$ cat src/rtl/ctrl_pipe_pkg.sv
// Shared control-word definitions for the decode->execute control pipeline.
package ctrl_pipe_pkg;

    // Writeback source select
    typedef enum logic [1:0] {
        WB_ALU = 2'd0,
        WB_MEM = 2'd1,
        WB_PC4 = 2'd2,
        WB_IMM = 2'd3
    } wb_sel_e;

    // Memory access size; U variants zero-extend on load
    typedef enum logic [2:0] {
        SZ_B  = 3'd0,
        SZ_H  = 3'd1,
        SZ_W  = 3'd2,
        SZ_D  = 3'd3,
        SZ_BU = 3'd4,
        SZ_HU = 3'd5,
        SZ_WU = 3'd6
    } size_e;

    // Control payload carried by each pipeline entry, MSB first
    typedef struct packed {
        logic    reg_wr;
        logic    rd_en;
        logic    wr_en;
        size_e   size;
        wb_sel_e wb_sel;
    } ctrl_t;

    localparam int CTRL_W = $bits(ctrl_t);

endpackage

$ cat src/rtl/ctrl_pipe_stage.sv
// One pipeline slot: valid bit plus payload, with load/clear/hold.
module ctrl_pipe_stage #(
    parameter int               WIDTH  = 8,
    parameter logic [WIDTH-1:0] BUBBLE = '0
) (
    input  logic             clk,
    input  logic             reset,
    input  logic             load,
    input  logic             clear,
    input  logic [WIDTH-1:0] d,
    output logic             valid,
    output logic [WIDTH-1:0] q
);

    // Load wins over clear: a new entry may land in a slot whose old entry leaves or is killed
    always_ff @(posedge clk) begin
        if (reset) begin
            valid <= 1'b0;
            q     <= BUBBLE;
        end else if (load) begin
            valid <= 1'b1;
            q     <= d;
        end else if (clear) begin
            valid <= 1'b0;
            q     <= BUBBLE;
        end
    end

endmodule

$ cat src/rtl/ctrl_pipe.sv
// Elastic control pipeline: DEPTH slots with ripple-back ready, per-stage
// flush and a registered occupancy count.
module ctrl_pipe
    import ctrl_pipe_pkg::*;
#(
    parameter int               WIDTH  = CTRL_W,
    parameter int               DEPTH  = 2,
    parameter logic [WIDTH-1:0] BUBBLE = '0
) (
    input  logic                       clk,
    input  logic                       reset,
    input  logic                       in_valid,
    input  logic [WIDTH-1:0]           in_ctrl,
    output logic                       in_ready,
    input  logic [DEPTH-1:0]           flush,
    output logic                       out_valid,
    output logic [WIDTH-1:0]           out_ctrl,
    input  logic                       out_ready,
    output logic [$clog2(DEPTH+1)-1:0] occupancy
);

    localparam int OCC_W = $clog2(DEPTH+1);

    logic [DEPTH-1:0]            vld_pipe;
    logic [DEPTH-1:0][WIDTH-1:0] ctrl_q;
    logic [DEPTH:0]              ready;
    logic                        in_xfer;
    logic                        out_xfer;
    logic [OCC_W-1:0]            occ_next;

    // Ready ripples from the output back to stage 0; a killed slot counts as free
    always_comb begin
        logic r;
        r            = out_ready;
        ready[DEPTH] = out_ready;
        for (int i = DEPTH - 1; i >= 0; i--) begin
            r        = !vld_pipe[i] || flush[i] || r;
            ready[i] = r;
        end
    end

    for (genvar i = 0; i < DEPTH; i++) begin : g_stage
        logic             up_vld;
        logic [WIDTH-1:0] up_ctrl;
        logic             load;
        logic             clear;

        if (i == 0) begin : g_head
            assign up_vld  = in_valid;
            assign up_ctrl = in_ctrl;
        end else begin : g_body
            // A flushed upstream entry never moves forward
            assign up_vld  = vld_pipe[i-1] && !flush[i-1];
            assign up_ctrl = ctrl_q[i-1];
        end

        assign load  = up_vld && ready[i];
        // Old entry goes away if killed here or taken by the next slot
        assign clear = vld_pipe[i] && (flush[i] || ready[i+1]);

        ctrl_pipe_stage #(
            .WIDTH  (WIDTH),
            .BUBBLE (BUBBLE)
        ) u_stage (
            .clk   (clk),
            .reset (reset),
            .load  (load),
            .clear (clear),
            .d     (up_ctrl),
            .valid (vld_pipe[i]),
            .q     (ctrl_q[i])
        );
    end

    assign in_ready  = ready[0];
    assign out_valid = vld_pipe[DEPTH-1] && !flush[DEPTH-1];
    assign out_ctrl  = out_valid ? ctrl_q[DEPTH-1] : BUBBLE;
    assign in_xfer   = in_valid && ready[0];
    assign out_xfer  = out_valid && out_ready;

    // Next occupancy: +1 in, -1 out, -1 per live slot killed
    always_comb begin
        int n;
        n = int'(occupancy) + int'(in_xfer) - int'(out_xfer);
        for (int i = 0; i < DEPTH; i++) begin
            if (vld_pipe[i] && flush[i]) n--;
        end
        occ_next = OCC_W'(n);
    end

    // Occupancy register
    always_ff @(posedge clk) begin
        if (reset) occupancy <= '0;
        else       occupancy <= occ_next;
    end

endmodule

$ cat config.mk
export PLATFORM = sky130hd
export DESIGN_NAME = ctrl_pipe
export DESIGN_NICKNAME = d
export VERILOG_FILES = /design/src/rtl/ctrl_pipe_pkg.sv /design/src/rtl/ctrl_pipe_stage.sv /design/src/rtl/ctrl_pipe.sv
export SDC_FILE = /design/constraint.sdc
export NUM_CORES = 1
export LEC_CHECK = 0
export ABC_AREA = 0
export BUFFER_PORTS_ARGS = -buffer_cell sky130_fd_sc_hd__buf_2
export CAP_MARGIN = 20
export CORE_MARGIN = 10
export CORE_UTILIZATION = 44
export DETAILED_ROUTE_END_ITERATION = 16
export PLACE_DENSITY_LB_ADDON = 0.15
export RECOVER_POWER = 100
export SYNTH_ARGS = -nofsm -noshare
export SYNTH_HDL_FRONTEND = slang
export SYNTH_SLANG_ARGS = --single-unit
export TNS_END_PERCENT = 50
$ cat constraint.sdc
create_clock -name clk -period 2.4 [get_ports clk]
set_input_delay 0.48 -clock clk [delete_from_list [all_inputs] [get_ports clk]]
set_output_delay 0.48 -clock clk [all_outputs]
set_load 0.01 [all_outputs]
Yosys cells after proc, flatten, opt, wreduce, memory -nomap -nowiden
Index checks and enable logic that the tools add are counted.
{"block": "classes", "addsub": 4, "n_mux": 11, "n_reduce_logical": 21}
{"cell": "8-bit 2-to-1 mux", "count": 5}
{"cell": "1-bit logical AND", "count": 9}
{"cell": "1-bit logical OR", "count": 6}
{"cell": "1-bit logical NOT", "count": 4}
{"cell": "1-bit 2-to-1 mux", "count": 4}
{"cell": "2-bit 2-to-1 mux", "count": 2}
{"cell": "2-bit nonzero test", "count": 2}
{"cell": "2-bit subtractor (second input constant)", "count": 2}
{"cell": "2-bit by 1-bit adder with 2-bit output", "count": 1}
{"cell": "2-bit by 1-bit subtractor with 2-bit output", "count": 1}
{"block": "totals", "register_bits": 20, "input_bits": 14, "wordCells": 41}

Depth between registers and ports, before layout
{"block": "logic_depth", "depth_word": 11, "depth_mapped": 10, "mapped_depth_nobuf": 10}

By module
Synthesis repeated with hierarchy kept, for this count alone.
{"block": "hier_totals", "hier_cells": 115, "area_unflattened_um2": 1098.6}
{"module": "ctrl_pipe_stage", "instances": 2, "cells_per_inst": 41, "area_per_inst_um2": 424.2, "seq_area_each_um2": 180.2}
{"module": "ctrl_pipe", "instances": 1, "cells_per_inst": 33, "area_per_inst_um2": 250.2, "seq_area_each_um2": 40.0}

Worst setup path after synthesis
OpenSTA, ideal clock, no wires.
{"block": "synth_timing", "kind": "input to register", "from": "in in_valid", "to": "reg occupancy[1]", "t_arrival_ps": 2376, "required_time_ps": 2272, "path_slack_ps": -103, "cell_stages": 9, "n_path_buf": 1, "path_cell_list": "clkbuf_1 > a21boi_1 > inv_1 > ha_1 > inv_1 > ha_1 > maj3_1 > xnor2_1 > nor2_1"}
{"block": "synth_via", "elab_chain_len": 7}
{"element": "from (decl)", "line_no": "ctrl_pipe.sv:12", "source": "input logic in_valid,"}
{"element": "1-bit logical AND (*)", "line_no": "ctrl_pipe.sv:78", "source": "assign in_xfer = in_valid && ready[0];"}
{"element": "2-bit by 1-bit adder with 2-bit output (*)", "line_no": "ctrl_pipe.sv:84", "source": "n = int'(occupancy) + int'(in_xfer) - int'(out_xfer);"}
{"element": "2-bit by 1-bit subtractor with 2-bit output (*)", "line_no": "ctrl_pipe.sv:84"}
{"element": "2-bit subtractor", "line_no": "ctrl_pipe.sv:86", "source": "if (vld_pipe[i] && flush[i]) n--;"}
{"element": "2-bit 2-to-1 mux (*)", "line_no": "ctrl_pipe.sv:86"}
{"element": "2-bit subtractor", "line_no": "ctrl_pipe.sv:86"}
{"element": "2-bit 2-to-1 mux (*)", "line_no": "ctrl_pipe.sv:86"}
{"element": "to (signal assigned)", "line_no": "ctrl_pipe.sv:94", "source": "else occupancy <= occ_next;"}
{"element": "to (decl)", "line_no": "ctrl_pipe.sv:19", "source": "output logic [$clog2(DEPTH+1)-1:0] occupancy"}
Every way passes the cells marked *; elsewhere a longest branch is shown, timed or not.
A chain may end at the register's enable or synchronous reset.

Worst setup path in the final report
{"block": "layout_timing", "from": "reg g_stage[1].u_stage.valid", "to": "out out_ctrl[0]"}
{"block": "layout_via", "elab_chain_len": 2}
{"element": "from (decl)", "line_no": "ctrl_pipe_stage.sv:11", "source": "output logic valid,"}
{"element": "from (signal assigned)", "line_no": "ctrl_pipe_stage.sv:18", "source": "valid <= 1'b0;"}
{"element": "from (signal assigned)", "line_no": "ctrl_pipe_stage.sv:21", "source": "valid <= 1'b1;"}
{"element": "from (signal assigned)", "line_no": "ctrl_pipe_stage.sv:24", "source": "valid <= 1'b0;"}
{"element": "1-bit logical AND", "line_no": "ctrl_pipe.sv:76", "source": "assign out_valid = vld_pipe[DEPTH-1] && !flush[DEPTH-1];"}
{"element": "8-bit 2-to-1 mux", "line_no": "ctrl_pipe.sv:77", "source": "assign out_ctrl = out_valid ? ctrl_q[DEPTH-1] : BUBBLE;"}
{"element": "to (decl)", "line_no": "ctrl_pipe.sv:17", "source": "output logic [WIDTH-1:0] out_ctrl,"}
Every way passes these cells.

==> tab_implementation.tex <==
\begin{tabular}{lr}
\hline
Metric & Value \\
\hline
\multicolumn{2}{l}{\textbf{GRT}} \\
\quad Overflow left after global routing & 0 \\
\quad Vias in the first global route & approximately 750 \\
\quad Global-route usage over all layers & 0.0967 \\
\quad First-pass GRT wire length & roughly 3400 um \\
\quad Initial antenna violation count & 0 \\
\quad Largest net degree at the start of global routing & 21 \\
\multicolumn{2}{l}{\textbf{Floorplanning}} \\
\quad Initial Utilization & 0.459 \\
\quad Die X-Extent & 65.2 um \\
\quad Standard-cell rows & 16 \\
\quad Core region area & a little under 0.002 mm\^{}2 \\
\quad Die Outline Area & roughly 0.0043 mm\^{}2 \\
\quad Die height & 65.2 um \\
\quad Number of top-level design ports & 26 \\
\multicolumn{2}{l}{\textbf{Clocking}} \\
\quad Total clock buffers created by CTS & 3 \\
\quad CTS tree & done \\
\quad CTS Hold Bufs & 0 \\
\quad Number of instances resized during post-cts repair & 0 \\
\quad Clock net sink count & 20 \\
\quad Buffer count from post-CTS setup fixing & 0 \\
\quad CTS Root Buffer Type & sky130\_fd\_sc\_hd\_\_clkbuf\_4 \\
\quad H-tree levels & 1 \\
\quad Maximum count of clock buffers along a single path & 2 \\
\quad Source-to-sink clock delay at the later pin of the worst-skew pair & 0.30 ns \\
\quad Clock slew seen by the registers of the worst setup and hold paths & around 0.11 ns \\
\multicolumn{2}{l}{\textbf{Setup path}} \\
\quad Worst Setup Start Kind & register \\
\quad Endpoint arrival time on the critical path & around 1.7 ns \\
\quad Crit Path Class & reg2out \\
\quad Max Fanout on Critical Path & 9 \\
\quad CP Capture Type & output port \\
\quad Required time of the critical path & about 1.9 ns \\
\multicolumn{2}{l}{\textbf{Cells and area}} \\
\quad Area taken by multi-input logic gates & approximately 460 um\^{}2 \\
\quad Cell Count, Final, Fillers Out & approximately 160 \\
\quad Finished Cell Area & approximately 0.0011 mm\^{}2 \\
\quad Most frequent cells in the layout & sky130\_fd\_sc\_hd\_\_nor2\_1, sky130\_fd\_sc\_hd\_\_dfxtp\_1, sky130\_fd\_sc\_hd\_\_buf\_2, sky130\_fd\_sc\_hd\_\_a22oi\_1, sky130\_fd\_sc\_hd\_\_clkbuf\_1 \\
\quad Fillers & just over 200 \\
\quad Net total in the final layout & between 100 and 150 \\
\quad Most common cell after layout, fill and taps aside & sky130\_fd\_sc\_hd\_\_nor2\_1 \\
\quad Antenna fix cells & 0 \\
\quad Sequential Area & roughly 400 um\^{}2 \\
\quad Share of cells above drive strength 1 & 0.191 \\
\quad Relative area change from synthesis to final layout & 23.4\% \\
\multicolumn{2}{l}{\textbf{Routing}} \\
\quad Total DRC errors in the routed layout & 0 \\
\quad Post-detailed-route via-to-cell ratio & just under 5 \\
\quad Via total after detailed routing & between 700 and 800 \\
\quad Antenna viol nets, final & 0 \\
\quad Iteration-0 DRC Markers & 37 \\
\quad Aggregate routed wire length & around 2100 um \\
\quad Router iterations before antenna repair & 4 \\
\quad WL per Instance & around 13 um \\
\multicolumn{2}{l}{\textbf{Timing}} \\
\quad Highest clock rate & between 400 and 500 MHz \\
\quad Count of endpoints failing hold in the final timing report & 0 \\
\quad Final Max Slew Viols & 0 \\
\quad Min cycle time layout & roughly 2.2 ns \\
\quad Slew HR & 0.566 \\
\quad Setup violation total in the final timing report & 0 \\
\quad Fraction of the cycle the final worst path needs & 0.902 \\
\quad Clock skew after layout & 0.000852 ns \\
\quad Transition time at the pin with the least slew margin & between 0.6 and 0.7 ns \\
\quad Unrepaired setup endpoints after global routing & no \\
\quad Setup\_tns & 0 ns \\
\multicolumn{2}{l}{\textbf{Job}} \\
\quad Max-capacitance violation count & 0 \\
\multicolumn{2}{l}{\textbf{Yosys}} \\
\quad Library cell occupying the most area in the post-synthesis netlist & sky130\_fd\_sc\_hd\_\_dfxtp\_1 \\
\quad Share of synthesized area occupied by flip-flops and latches & 0.445 \\
\quad Leading cell types by total area after synthesis & sky130\_fd\_sc\_hd\_\_dfxtp\_1, sky130\_fd\_sc\_hd\_\_a22oi\_1, sky130\_fd\_sc\_hd\_\_nor2\_1, sky130\_fd\_sc\_hd\_\_and2\_1, sky130\_fd\_sc\_hd\_\_a21oi\_1 \\
\quad Synthesized net count & roughly 120 \\
\quad Yosys reg bits & 20 \\
\quad Synthesized cell area & 900 um\^{}2 \\
\quad Distinct cell type count after synthesis & 21 \\
\quad Share of Yosys cell area claimed by the top area cell type & 0.445 \\
\quad Post-synthesis instance total & 100 \\
\quad Average footprint of a synthesized cell & 9.00 um\^{}2 \\
\quad Yosys warnings & 0 \\
\multicolumn{2}{l}{\textbf{Power and ir drop}} \\
\quad Peak supply drop & 0.577 mV \\
\quad Cell Pwr Density & approximately 660 mW/mm\^{}2 \\
\quad Final total power & between 700 and 800 uW \\
\quad LEAKAGE & roughly 0.00046 uW \\
\multicolumn{2}{l}{\textbf{Placed design}} \\
\quad Placed Cells & $\sim$150 \\
\quad Number of port buffers & 25 \\
\quad Placed standard-cell area & between 0.001 and 0.0015 mm\^{}2 \\
\quad GP Congestion & about 0.68 \\
\quad Placed wire-length estimate after detailed placement & 1540 um \\
\multicolumn{2}{l}{\textbf{Hold path}} \\
\quad Worst min-delay path category & in2reg \\
\multicolumn{2}{l}{\textbf{Run status}} \\
\quad Run status & complete, no violations \\
\hline
\end{tabular}
-- routing by layer --
layer,track usage,vias to the layer above,wire [um]
li1,-,407,-
met1,0.110,336,919
met2,0.155,29,940
met3,0.0407,2,187
met4,0.0401,0,19
met5,0,-,0
-- Yosys cell counts --
cell type,count
sky130_fd_sc_hd__or4b_4,1
sky130_fd_sc_hd__xor2_1,2
sky130_fd_sc_hd__and2_1,10
sky130_fd_sc_hd__inv_1,3
sky130_fd_sc_hd__a22oi_1,14
sky130_fd_sc_hd__nand2_1,3
sky130_fd_sc_hd__ha_1,2
sky130_fd_sc_hd__xnor2_1,3
sky130_fd_sc_hd__clkbuf_1,4
sky130_fd_sc_hd__nor4b_1,1
sky130_fd_sc_hd__nor2b_1,1
sky130_fd_sc_hd__mux2_1,1
sky130_fd_sc_hd__a21boi_1,1
sky130_fd_sc_hd__maj3_1,1
sky130_fd_sc_hd__nor2_1,21
sky130_fd_sc_hd__mux2i_4,1
sky130_fd_sc_hd__dfxtp_1,20
sky130_fd_sc_hd__nand2b_1,1
sky130_fd_sc_hd__nand3_1,2
sky130_fd_sc_hd__a21oi_1,6
sky130_fd_sc_hd__mux2i_1,2
-- report_power, final --
part / internal, uW / switching [uW] / total, uW
Sequential: 350 / 11.1 / 361
Clock: 169 / 104 / 273
Combinational: 46.7 / 51.2 / 97.9
-- final timing paths --
path / startpoint / to / slack, ns / cells after the start
setup / recovery: g_stage[1].u_stage.valid / out_ctrl[0] / 0.24 / 5
hold / removal: in_ctrl[3] / g_stage[0].u_stage.q[3] / 0.42 / 3
setup reg to reg: g_stage[1].u_stage.valid / occupancy[1] / 0.26 / 9
hold reg to reg: g_stage[0].u_stage.q[4] / g_stage[1].u_stage.q[4] / 0.51 / 2
-- kinds of logic (layout without fill, tap and decap cells) --
group / after synthesis / count (layout) / share of synthesized area
compound gates: 21 / 21 / 0.159
xor+xnor: 5 / 5 / 0.0487
fa+ha+maj: 3 / 3 / 0.0389
buf+inv: 7 / 38 / 0.0292
flops: 20 / 20 / 0.445
mux: 4 / 4 / 0.0598
simple gates: 40 / 40 / 0.220
-- critical path: stages (launching register included) --
cell and delay (ns):
sky130_fd_sc_hd__dfxtp_1 0.36, sky130_fd_sc_hd__clkbuf_1 0.22, sky130_fd_sc_hd__nor2b_1 0.18, sky130_fd_sc_hd__clkbuf_1 0.30, sky130_fd_sc_hd__and2_1 0.18, sky130_fd_sc_hd__clkbuf_1 0.15
-- through the flow --
step	util	worst slack [ns]	hold WS [ns]
after floorplan	-	0.0000655	0.466
after global placement	0.557	0.0182	0.473
after detailed placement	0.557	-0.0619	0.483
after CTS	0.584	0.220	0.415
after global routing	0.566	0.0494	0.433
final	0.566	0.236	0.424
-- flip-flops by register name (all words and copies together) (netlist names) --
name / cells
g_stage.u_stage.q: 16
g_stage.u_stage.valid: 2
occupancy: 2
-- area by class of cell --
type	count	area share
Inverter	3	0.0101
Tap cell	27	0.0304
Multi-Input combinational cell	73	0.415
Timing Repair Buffer	31	0.136
Clock buffer	3	0.0203
Clock inverter	1	0.0271
Sequential cell	20	0.361
(Power assumes the default switching activity.)
